**config.mk**
```make
export PLATFORM = sky130hd
export DESIGN_NAME = fetch_stage
export DESIGN_NICKNAME = d
export VERILOG_FILES = /design/src/rtl/mips_pkg.sv /design/src/rtl/flopenr_n.sv /design/src/rtl/fetch_stage.sv
export SDC_FILE = /design/constraint.sdc
export NUM_CORES = 1
export LEC_CHECK = 0
export CAP_MARGIN = 15
export CORE_AREA = 2 2 120 122
export DETAILED_ROUTE_END_ITERATION = 10
export DIE_AREA = 0 0 122 124
export HOLD_SLACK_MARGIN = 0.12
export PLACE_DENSITY_LB_ADDON = 0.15
export SYNTH_ARGS = -nofsm -noshare
export SYNTH_HDL_FRONTEND = slang
export SYNTH_SLANG_ARGS = --single-unit
```
**constraint.sdc**
```tcl
create_clock -name clk -period 4.6 [get_ports clk]
set_clock_uncertainty 0.2 [all_clocks]
set_input_delay 0.92 -clock clk [delete_from_list [all_inputs] [get_ports clk]]
set_output_delay 0.92 -clock clk [all_outputs]
set_load 0.005 [all_outputs]
```
**src/rtl/mips_pkg.sv**
```systemverilog
// Shared constants and helpers for the MIPS core pipeline stages.
package mips_pkg;

    localparam int INSTR_W = 32;
    localparam int PC_W    = 32;

    localparam logic [PC_W-1:0]    RESET_PC_DEF = 32'h0000_0000;
    localparam logic [INSTR_W-1:0] NOP_INSTR    = 32'h0000_0000;

    // Word-align a redirect target; instruction fetches are always word accesses.
    function automatic logic [PC_W-1:0] align_pc(input logic [PC_W-1:0] pc);
        return {pc[PC_W-1:2], 2'b00};
    endfunction

endpackage

```
**src/rtl/flopenr_n.sv**
```systemverilog
// Enable flop with synchronous active-low reset to a parameterised value.
module flopenr_n #(
    parameter int               WIDTH     = 32,
    parameter logic [WIDTH-1:0] RESET_VAL = '0
) (
    input  logic             clk,
    input  logic             reset_n,
    input  logic             en,
    input  logic [WIDTH-1:0] d,
    output logic [WIDTH-1:0] q
);

    // Load d when enabled; reset wins over enable.
    always_ff @(posedge clk) begin
        if (!reset_n)
            q <= RESET_VAL;
        else if (en)
            q <= d;
    end

endmodule

```
**src/rtl/fetch_stage.sv**
```systemverilog
// Instruction-fetch stage: PC register, next-PC selection, deferred redirect
// while stalled, and the IF/ID pipeline register.
module fetch_stage
    import mips_pkg::*;
#(
    parameter int               IMEM_AW  = 6,
    parameter logic [PC_W-1:0]  RESET_PC = RESET_PC_DEF,
    parameter int               CNT_W    = 16
) (
    input  logic                clk,
    input  logic                reset_n,
    input  logic                stall_f,
    input  logic                stall_d,
    input  logic                flush_d,
    input  logic                pc_src_d,
    input  logic [PC_W-1:0]     pc_branch_d,
    input  logic                jump_d,
    input  logic [PC_W-1:0]     pc_jump_d,
    output logic [IMEM_AW-1:0]  imem_addr,
    input  logic [INSTR_W-1:0]  imem_rd,
    output logic [PC_W-1:0]     pc_f,
    output logic [INSTR_W-1:0]  instr_d,
    output logic [PC_W-1:0]     pc_plus4_d,
    output logic                valid_d,
    output logic                misalign_err,
    output logic [CNT_W-1:0]    fetch_count
);

    logic              redirect;
    logic [PC_W-1:0]   redir_raw;
    logic [PC_W-1:0]   redir_tgt;
    logic [PC_W-1:0]   pc_plus4;
    logic [PC_W-1:0]   pc_next;
    logic              pend_v;
    logic [PC_W-1:0]   pend_pc;
    logic              ifid_load;

    // Jump outranks branch; a live redirect outranks one deferred by stall_f.
    always_comb begin
        redirect  = jump_d | pc_src_d;
        redir_raw = jump_d ? pc_jump_d : pc_branch_d;
        redir_tgt = align_pc(redir_raw);
        pc_plus4  = pc_f + 32'd4;
        if (redirect)
            pc_next = redir_tgt;
        else if (pend_v)
            pc_next = pend_pc;
        else
            pc_next = pc_plus4;
    end

    assign imem_addr = pc_f[IMEM_AW+1:2];
    assign ifid_load = ~stall_d;

    flopenr_n #(.WIDTH(PC_W), .RESET_VAL(RESET_PC)) u_pc (
        .clk     (clk),
        .reset_n (reset_n),
        .en      (~stall_f),
        .d       (pc_next),
        .q       (pc_f)
    );

    // Target of a redirect that arrived while stall_f held the PC; latest wins.
    flopenr_n #(.WIDTH(PC_W), .RESET_VAL('0)) u_pend_pc (
        .clk     (clk),
        .reset_n (reset_n),
        .en      (stall_f & redirect),
        .d       (redir_tgt),
        .q       (pend_pc)
    );

    // Pending flag sets on a stalled redirect and clears once the PC moves.
    always_ff @(posedge clk) begin
        if (!reset_n)
            pend_v <= 1'b0;
        else if (stall_f && redirect)
            pend_v <= 1'b1;
        else if (!stall_f)
            pend_v <= 1'b0;
    end

    flopenr_n #(.WIDTH(INSTR_W), .RESET_VAL(NOP_INSTR)) u_instr_d (
        .clk     (clk),
        .reset_n (reset_n),
        .en      (ifid_load),
        .d       (flush_d ? NOP_INSTR : imem_rd),
        .q       (instr_d)
    );

    flopenr_n #(.WIDTH(PC_W), .RESET_VAL('0)) u_pc_plus4_d (
        .clk     (clk),
        .reset_n (reset_n),
        .en      (ifid_load),
        .d       (flush_d ? '0 : pc_plus4),
        .q       (pc_plus4_d)
    );

    flopenr_n #(.WIDTH(1), .RESET_VAL(1'b0)) u_valid_d (
        .clk     (clk),
        .reset_n (reset_n),
        .en      (ifid_load),
        .d       (~flush_d),
        .q       (valid_d)
    );

    // Sticky flag for any redirect whose selected target was not word aligned.
    always_ff @(posedge clk) begin
        if (!reset_n)
            misalign_err <= 1'b0;
        else if (redirect && (redir_raw[1:0] != 2'b00))
            misalign_err <= 1'b1;
    end

    // Count real instructions entering IF/ID, saturating at all-ones.
    always_ff @(posedge clk) begin
        if (!reset_n)
            fetch_count <= '0;
        else if (ifid_load && !flush_d && (fetch_count != '1))
            fetch_count <= fetch_count + CNT_W'(1);
    end

endmodule

```
Yosys cells after proc, flatten, opt, wreduce, memory -nomap -nowiden
Index checks and enable logic that the tools add are counted.
- add/subtract/negate cells: 2
- eq/ne operators: 2
- multiplexer cells: 7
- bitwise gates (word level): 4
- reduce and logical (&&, ||, !) cells: 6
- operator list (operator ; count):
    two-way mux 32 bit ; 5
    adder 32 x 3 -> 32 bit (second input constant) ; 1
    adder 16 x 1 -> 16 bit (second input constant) ; 1
    != test 16 bit (second input constant) ; 1
    logical AND 1 bit ; 4
    two-way mux 1 bit ; 2
    != test 2 x 1 -> 1 bit (second input constant) ; 1
    NOT 1 bit ; 2
    nonzero test 2 bit ; 1
    AND 1 bit ; 1
    zero test 1 bit ; 1
    OR 1 bit ; 1
- bits in registers: 145
- input port bits: 103
- output and inout bits: 120
- word-level logic and storage cells: 29

Depth between registers and ports, before layout
- depth after elaboration: 3
- mapped depth: 7
- gate-level depth less buffers: 6

Cells and area by module
A second synthesis with hierarchy kept.
- cell total of the unflattened synthesis: 840
- area, all modules: 7992.7 sq um
- by module, submodules not included (module ; times used ; cells an instance ; area each (sq um) ; seq. area each (sq um)):
    flopenr_n (u_instr_d ...) ; 4 ; 103 ; 1243.7 ; 640.6
    fetch_stage ; 1 ; 425 ; 2981.6 ; 360.3
    flopenr_n (u_valid_d) ; 1 ; 3 ; 36.3 ; 20.0

Worst setup path after synthesis
No wires, ideal clock.
- kind: in2reg
- from: in stall_f
- to: reg u_pend_pc.q[11]
- library setup time: 0.091 ns
- data arrival time: 2.128 ns
- data required time: 4.309 ns
- path slack: 2.181 ns
- cell stages on the path: 6
- path buffers: 2
- path through: clkbuf_1 clkinv_1 nor2_1 clkbuf_1 nor2_1 a311oi_1
- cells in the longest elaborated chain, start to end: 1
- ends and longest elaborated chain (element ; line ; source):
    from (decl) ; fetch_stage.sv:12 ; input logic stall_f,
    AND 1 bit ; fetch_stage.sv:67 ; .en (stall_f & redirect),
    to (signal assigned) ; flopenr_n.sv:16 ; q <= RESET_VAL;
    to (signal assigned) ; flopenr_n.sv:18 ; q <= d;
    to (decl) ; flopenr_n.sv:10 ; output logic [WIDTH-1:0] q
Every way passes these cells.
A chain may end at the register's enable or synchronous reset.

==> impl_metrics.yaml <==
outcome:
  outcome: "finished clean"
grt:
  overflow: 0
  grt_max_degree: 64
  grtUsageTotal_pct: 26.6
  antenna_found_initial: 0
  grt_pass1_vias: 5871
  grt_pass1_wl_microns: 31400
synth:
  synth_edf_count: 0
  netlist_area_sq_um: 6770
  async_reset_ff_share_pct: 0
  yosysWarnings: 0
  ys_seq_area_share_pct: 42.0
  syn_avg_cell_area_sq_um: 8.60
  synthCells: 787
  ys_seq_elements: 142
  synth_cell_types: 63
  synth-main-ff-cell: "dfxtp_1"
finish:
  syn_to_final_growth_pct: 41.7
  antennaDiodeCount: 0
  drive_above_1_share_pct: 5.79
  layout_common_cells: "clkdlybuf4s50_1, dfxtp_1, nor2_1"
  layout.nets: 1076
  final_common_cell: "clkdlybuf4s50_1"
  fin_util_pct: 69.9
cts:
  clockRootBuffer: "clkbuf_16"
  ctsHoldBuffers: 0
  cts_tree: "built"
  clk_pin_slew_worst_paths_ns: 0.06
  clockBufferDepth: 2
  clk_latency_ns: 0.42
  post_cts_buffers: 0
  cts_resized: 0
  cts_buffers: 17
  h-tree-depth: 4
  cts_num_sinks: 142
floorplanning:
  die_y_microns: 124
  initial_core_util_pct: 49.3
  ios: 223
  die_w_microns: 122
  coreArea_sq_um: 13700
  dieArea_sq_um: 15100
  row_count: 43
placement:
  port-buffer-count: 220
  dp_hpwl_microns: 14400
  gp_congestion: 0.880
  dp_slack_ns: 1.25
sta:
  whs_ns: 0.248
  max_freq_mhz: 343
  finalSetupTns_ns: 0
  setup_viol: 0
  max-slew-margin-rel_pct: 40.7
  layout_min_cycle_time_ns: 2.92
  setup_ws_ns: 1.68
  rsz0062_at_grt: "false"
  worst_pin_slew_ns: 0.888
  final_max_slew_viol_count: 0
  hold_viol: 0
  post-route-period-util_pct: 63.4
route:
  antenna_left: 0
  drc_errors: 0
  vias: 6675
  drt-total-wl_microns: 20400
  wire_per_inst_microns: 17.5
  drt_first_pass_iters: 5
  drt_iter0_drc: 516
  via_per_inst: 5.73
critical_path:
  crit_slowest_cell: "nor3_2"
  cp-start-kind: "input pin"
  end_kind: "flop"
  path_buf_inv: 4
  path_common_cell: "buf_4"
  cp.arrival_ns: 3.08
  required_ns: 4.76
  cp_cell_sequence: "clkdlybuf4s50_1, buf_4, clkinv_1, nor3_2, buf_4, a22o_1"
  path_delay_family: "buffers and inverters"
  critPathKind: "in -> reg"
  path_max_fanout: 31
  cp_slowest_stage_delay_ns: 0.51
power_and_ir_drop:
  ir_worst_vdd_mv: 0.289
  cellLeakagePower_uw: 0.00354
  pwr_density_cell_nw_per_um2: 327
run:
  maxCapViolCount: 0
hold_path:
  hold_class: "reg -> reg"
## per-stage QoR
stage | instances | instance area, sq um | power (uW)
final | 1164 | 9590 | 3130
after global routing | 1164 | 9590 | 3240
after CTS | 1163 | 9570 | 3140
after detailed placement | 1131 | 8990 | 1820
after global placement | 1131 | 8990 | 1810
after floorplan | 788 | 6770 | 1570
## Yosys cell counts, types with 15 or more instances
library cell    n  area share (%)
nand2_1        69             3.8
nor2_1         72             4.0
a21oi_1        42             3.1
xor2_1         15             1.9
a211oi_1       36             4.0
nand3_1        20             1.5
mux2i_1        30             4.4
xnor2_1        18             2.3
dfxtp_1       142              42
o21ai_0        53             3.9
a22o_1         35             4.5
and3_1         15             1.4
clkbuf_1       48             2.7
nor3_1         15             1.1
## layout make-up
type	instances	area, sq um
timing repair buffer	233	2310
multi-input combinational	564	3590
tap	180	225
inverter	13	48.8
clock inverter	13	143
fill	1118	4130
sequential	142	2840
clock buffer	19	433
## path summary, 6_finish.rpt
| check | from | endpoint | slack [ns] | cells past startpoint |
|---|---|---|---|---|
| hold reg to reg | u_pc_plus4_d.q[28] | u_pc_plus4_d.q[28] | 0.25 | 2 |
| setup reg to reg | u_pc.q[2] | u_pc_plus4_d.q[26] | 1.84 | 6 |
| hold / removal | u_pc_plus4_d.q[28] | u_pc_plus4_d.q[28] | 0.25 | 2 |
| setup / recovery | reset_n | u_instr_d.q[31] | 1.68 | 6 |
## cells by family after synthesis
kind of cell,Yosys count,synth area share (%)
buffers and inverters,82,5.21
muxes,32,4.77
xor gates and xnor gates,33,4.27
DFF,142,42.0
other,1,0.0554
and+or+nand+nor,261,19.5
adders and majority gates,2,0.370
AOI/OAI and AO/OA,234,23.8
## state kept, by name, indices dropped and copies added (netlist names)
name and flops:
fetch_count 16, misalign_err 1, pend_v 1, u_instr_d.q 32, u_pc.q 30, u_pc_plus4_d.q 31
u_pend_pc.q 30, u_valid_d.q 1
## metal layers
layer | part of all wire (%) | track usage, % | wire length, microns
met5 | 0 | 0 | 0
met1 | 46 | 38.7 | 9420
met2 | 44 | 38.8 | 8940
met4 | 2.0 | 9.55 | 412
met3 | 7.9 | 5.49 | 1610
## worst min-delay path, cell delays in order, from the launching register on
cell     delay, ns
dfxtp_1       0.31
nand2_1       0.05
nand2_1       0.04
## where the power goes
part | internal [uW] | leakage [uW] | switching, uW
registers | 1290 | 0.00116 | 60.4
logic | 243 | 0.00211 | 205
clock network | 798 | 0.000266 | 535
Power figures use the tool's default switching activity.
